===== src/rtl/flag_selector.sv =====
// rtl/flag_selector.sv - frame-aligned flag index selector driven by debounced buttons and auto-advance
`timescale 1ns/1ps
module flag_selector #(
    parameter int DEBOUNCE      = 2,
    parameter int REPEAT_FRAMES = 30,
    parameter int AUTO_FRAMES   = 300
) (
    input  logic       clk,
    input  logic       rst_n,
    input  logic       frame_tick,
    input  logic       btn_next,
    input  logic       btn_prev,
    input  logic       auto_en,
    input  logic [6:0] max,
    output logic [6:0] selector,
    output logic       changed
);
    localparam int              RW        = $clog2(REPEAT_FRAMES + 2);
    localparam logic [3:0]      DB_MAX    = 4'(DEBOUNCE);
    localparam logic [RW-1:0]   RP_LAST   = RW'(REPEAT_FRAMES - 1);
    localparam logic [9:0]      AUTO_LAST = 10'(AUTO_FRAMES - 1);

    // bit 0 = next, bit 1 = prev, bit 2 = auto_en
    logic [2:0]          meta_q, meta_d, sync_q, sync_d;
    logic [1:0][3:0]     db_q, db_d;
    logic [1:0][RW-1:0]  rep_q, rep_d;
    logic [9:0]          auto_q, auto_d;
    logic [6:0]          sel_q, sel_d;
    logic                changed_q, changed_d;
    logic [1:0]          press;

    always_comb begin
        meta_d    = {auto_en, btn_prev, btn_next};
        sync_d    = meta_q;
        db_d      = db_q;
        rep_d     = rep_q;
        auto_d    = auto_q;
        sel_d     = sel_q;
        press     = 2'b00;
        changed_d = 1'b0;
        if (frame_tick) begin
            for (int i = 0; i < 2; i++) begin
                if (!sync_q[i]) begin
                    db_d[i]  = 4'd0;
                    rep_d[i] = '0;
                end else if (db_q[i] != DB_MAX) begin
                    db_d[i]  = db_q[i] + 4'd1;
                    press[i] = (db_q[i] == DB_MAX - 4'd1);
                end else if (REPEAT_FRAMES > 0) begin
                    if (rep_q[i] == RP_LAST) begin
                        rep_d[i] = '0;
                        press[i] = 1'b1;
                    end else begin
                        rep_d[i] = rep_q[i] + RW'(1);
                    end
                end
            end

            // Clamp outranks everything: events on this tick are dropped
            if (sel_q > max) begin
                sel_d  = 7'd0;
                auto_d = 10'd0;
            end else if (press != 2'b00) begin
                auto_d = 10'd0;
                case (press)
                    2'b11:   sel_d = 7'd0;
                    2'b01:   sel_d = (sel_q == max) ? 7'd0 : sel_q + 7'd1;
                    default: sel_d = (sel_q == 7'd0) ? max : sel_q - 7'd1;
                endcase
            end else if (!sync_q[2]) begin
                auto_d = 10'd0;
            end else if (auto_q == AUTO_LAST) begin
                auto_d = 10'd0;
                sel_d  = (sel_q == max) ? 7'd0 : sel_q + 7'd1;
            end else begin
                auto_d = auto_q + 10'd1;
            end
            changed_d = (sel_d != sel_q);
        end
    end

    always_ff @(posedge clk or negedge rst_n) begin
        if (!rst_n) begin
            meta_q    <= 3'b000;
            sync_q    <= 3'b000;
            db_q      <= '0;
            rep_q     <= '0;
            auto_q    <= 10'd0;
            sel_q     <= 7'd0;
            changed_q <= 1'b0;
        end else begin
            meta_q    <= meta_d;
            sync_q    <= sync_d;
            db_q      <= db_d;
            rep_q     <= rep_d;
            auto_q    <= auto_d;
            sel_q     <= sel_d;
            changed_q <= changed_d;
        end
    end

    assign selector = sel_q;
    assign changed  = changed_q;
endmodule


===== config.mk =====
export PLATFORM = sky130hd
export DESIGN_NAME = flag_selector
export DESIGN_NICKNAME = d
export VERILOG_FILES = /design/src/rtl/flag_selector.sv
export SDC_FILE = /design/constraint.sdc
export NUM_CORES = 1
export LEC_CHECK = 0
export ABC_CLOCK_PERIOD_IN_PS = 3550
export CORE_ASPECT_RATIO = 2
export CORE_MARGIN = 1.5
export CORE_UTILIZATION = 56
export CTS_CLUSTER_SIZE = 16
export DETAILED_ROUTE_END_ITERATION = 10
export GPL_TIMING_DRIVEN = 0
export PLACE_DENSITY = 0.76
export SLEW_MARGIN = 20
export SYNTH_ARGS = -nofsm -noshare
export SYNTH_HDL_FRONTEND = slang
export SYNTH_SLANG_ARGS = --single-unit

===== constraint.sdc =====
create_clock -name clk -period 3.55 [get_ports clk]
set_input_delay 0.71 -clock clk [delete_from_list [all_inputs] [get_ports clk]]
set_output_delay 0.71 -clock clk [all_outputs]
set_load 0.03 [all_outputs]

==> impl_metrics.py, run 1 <==
metrics = {
    "floorplanning": {
        "core_um2": 5092,
        "rows": 37,
        "dieArea_um2": 5702,
        "die_y_um": 105.3,
        "io_pins": 21,
        "start_util_pct": 57.54,
        "die_x_um": 54.15,
    },
    "sta": {
        "fin_crit_sh_pct": 97.43,
        "whs_ns": 0.2849,
        "fin_ws_ns": 0.09135,
        "relSlewSlack_pct": 59.76,
        "drv_slew": 0,
        "skew_ns": 0.01514,
        "rsz0062_at_grt": "false",
        "fin_crit_ns": 3.459,
        "hold_viol": 0,
        "setup_viol": 0,
        "fmax_ghz": 0.2891,
        "tightest_slew_ns": 0.5996,
    },
    "finish": {
        "instances_no_fill": 418,
        "syn2layout_area_growth_pct": 13.19,
        "seqCellArea_um2": 1051,
        "multi_input_area_um2": 1763,
        "drive_above_1_share_pct": 9.167,
        "mostFrequentLayoutCells": "dfrtp_1, o21ai_0, nand2_1",
        "antennaDiodeCount": 0,
        "fill_cells": 447,
        "final_nets": 395,
        "layout_commonest_cell": "dfrtp_1",
    },
    "placed_design": {
        "gp_congestion": 0.8474,
        "place_inst": 411,
        "portBuffers": 19,
        "hpwl_um": 5140,
        "pre_cts_ws_ns": -0.4102,
    },
    "synthesis": {
        "synth_fp_nets": 367,
        "yosysWarnings": 0,
        "syn_avg_cell_area_um2": 8.800,
        "seq_area_frac_synth_pct": 35.87,
        "synth_ff_type": "dfrtp_1",
        "synth_edf_count": 0,
        "synth_cells": 333,
        "ys_async_sr_fraction_pct": 100.0,
        "synth_cell_type_count": 54,
        "syn_area_um2": 2930,
        "yosys_register_bits": 42,
    },
    "global_routing": {
        "grt_max_degree": 33,
        "grt_pass1_vias": 2504,
        "grt_pass1_wl_um": 11050,
        "grt_overflow": 0,
        "antenna_found_initial": 0,
        "grt_use_total_pct": 25.86,
    },
    "pwr": {
        "ir_worst_vdd_v": 0.0004756,
        "p_int_w": 0.001302,
        "fin_total_pwr_w": 0.002347,
        "swShare_pct": 44.53,
        "leakagePower_nw": 1.402,
        "p_switching_w": 0.001045,
        "p_comb_share_pct": 55.5,
        "seqPwrFrac_pct": 31.6,
        "power_density_nw_per_um2": 707.7,
        "clkPwrFrac_pct": 12.9,
    },
    "setup_path": {
        "end_kind": "register",
        "r2r_cells": 11,
        "cp_max_fo": 8,
        "start_kind": "primary input",
        "critPathArrivalTime_ns": 3.61,
        "crit_path_top_delay_cell": "clkdlybuf4s50_1",
        "reg2reg_slack_ns": 0.48,
        "cp_cell_sequence": "clkdlybuf4s50_1 > inv_1 > ha_1 > nand4_1 > or2_2 > clkbuf_1 > nand3_1 > nor2_1 > o311ai_2 > xnor2_1 > nor4_2 > a41oi_1",
        "crit_type": "in -> reg",
        "slowest_delay_ns": 0.47,
        "required_ns": 3.71,
    },
    "clock_tree": {
        "clock_sinks": 42,
        "clockRootBuffer": "clkbuf_8",
        "clk_latency_ns": 0.30,
        "cts_htree_levels": 2,
        "cts_tree": "yes",
        "cts_hold_buf": 0,
        "cts.reportedPaths.clkPinSlew_ns": 0.08,
        "cts_buffer_depth": 2,
        "numCtsBuffers": 5,
    },
    "route": {
        "drtIter0Drc": 70,
        "wl_met3_um": 147,
        "viasPerCell": 6.089,
        "wl_met1_um": 2542,
        "routed.top_layer": "met4",
        "ant_nets": 0,
        "drtPass1Iterations": 4,
        "wl_um": 6690,
        "vias": 2545,
        "drc": 0,
        "wl_met2_um": 3800,
        "wl_per_cell_um": 16.00,
    },
    "flow_run": {
        "cap_viol_max_count": 0,
    },
    "worst_hold_path": {
        "min_path_type": "in -> async",
    },
    "status": {
        "outcome": "finished, final reports clean",
    },
}
synth_stat cells (2+ instances only):
master | n | area (µm²)
a211oi_1 | 3 | 22.52
o22ai_1 | 3 | 18.77
clkbuf_1 | 5 | 18.77
xnor2_1 | 13 | 113.9
inv_1 | 20 | 75.07
a22oi_1 | 4 | 30.03
mux2_2 | 5 | 56.30
a21oi_1 | 16 | 80.08
xor2_1 | 7 | 61.31
buf_6 | 2 | 22.52
ha_1 | 21 | 262.8
and4bb_2 | 2 | 25.02
nand3b_1 | 2 | 15.01
nor4_2 | 2 | 25.02
and2_1 | 2 | 12.51
nand3_1 | 18 | 90.09
nand2_1 | 35 | 131.4
buf_2 | 3 | 15.01
a41oi_1 | 2 | 17.52
nand4_1 | 2 | 12.51
o31ai_1 | 6 | 45.04
o41ai_1 | 2 | 17.52
o21ai_0 | 35 | 175.2
a22o_1 | 4 | 35.03
and4_1 | 2 | 17.52
nor2_1 | 29 | 108.9
dfrtp_1 | 42 | 1051
nor3_1 | 9 | 45.04
nand2b_1 | 8 | 50.05
nor4_1 | 2 | 12.51
mux2i_1 | 4 | 40.04
power by group through the flow:
stage / Sequential, W / Combinational [W] / Clock [W]
floorplan: 0.000793 / 0.000857 / 0
global placement: 0.000745 / 0.00123 / 0
detailed placement: 0.000748 / 0.00125 / 0
CTS: 0.000738 / 0.00127 / 0.000311
global route: 0.000762 / 0.00143 / 0.000334
finish: 0.000741 / 0.00130 / 0.000303
through the flow:
step,utilization [%],setup TNS [ns],area [µm²]
finish,65.14,0,3317
global route,65.14,0,3317
CTS,64.74,0,3297
detailed placement,63.00,-0.4102,3208
global placement,62.70,-0.4323,3193
floorplan,-,0,2930
cell families after synthesis:
| kind of cell | Yosys count | synth area share [%] |
|---|---|---|
| simple gates | 123 | 22.16 |
| flops | 42 | 35.87 |
| buf+inv | 31 | 4.611 |
| compound gates | 87 | 19.13 |
| xor+xnor | 20 | 5.978 |
| fa+ha+maj | 21 | 8.967 |
| mux | 9 | 3.288 |
final timing paths:
check / start / to
worst min-delay path: rst_n / changed$_DFF_PN0_
worst min register to register: meta_q[0]$_DFF_PN0_ / sync_q[0]$_DFF_PN0_
worst max register to register: selector[0]$_DFFE_PN0P_ / changed$_DFF_PN0_
max in group asynchronous: rst_n / auto_q[1]$_DFFE_PN0P_
worst max-delay path: max[6] / changed$_DFF_PN0_
min in group clk: meta_q[0]$_DFF_PN0_ / sync_q[0]$_DFF_PN0_
routing by layer:
metal	vias up	GRT usage (%)
met1	1228	27.28
met5	-	0
li1	1247	-
met2	51	46.90
met3	19	3.683
met4	0	11.61
worst max-delay path: cells and delay by family:
| kind | cells | cell delay [ns] |
|---|---|---|
| xor+xnor | 1 | 0.12 |
| simple gates | 5 | 1.23 |
| fa+ha+maj | 1 | 0.30 |
| compound gates | 2 | 0.51 |
| buf+inv | 3 | 0.75 |
registers in the layout (all words and copies together) (netlist names):
name	flops
auto_q	10
changed	1
db_q	8
meta_q	3
rep_q	10
selector	7
sync_q	3
area by class of cell:
class                      instances  share of cell area, %
buffer                            11                  1.811
clock buffer                       6                  2.490
inverter                          20                  2.263
multi-input combinational        260                  53.15
sequential                        42                  31.69
tap                               58                  2.188
timing repair buffer              21                  6.413
repair_timing:
action | in CTS | in global routing
endpoints found under the setup margin | 1 | 1
pin swaps | 0 | 1
buffers inserted | 0 | 1
resized for setup | 1 | 2
(Power assumes the default switching activity.)
==> inputs of run 2 (changes only) <==
--- a/config.mk
+++ b/config.mk
@@ -13,6 +13,7 @@
 export DETAILED_ROUTE_END_ITERATION = 10
 export GPL_TIMING_DRIVEN = 0
 export PLACE_DENSITY = 0.76
+export SKIP_LAST_GASP = 1
 export SLEW_MARGIN = 20
 export SYNTH_ARGS = -nofsm -noshare
 export SYNTH_HDL_FRONTEND = slang
==> results of run 2 <==
Final layout, timing and power as in run 1 (identical DEF).
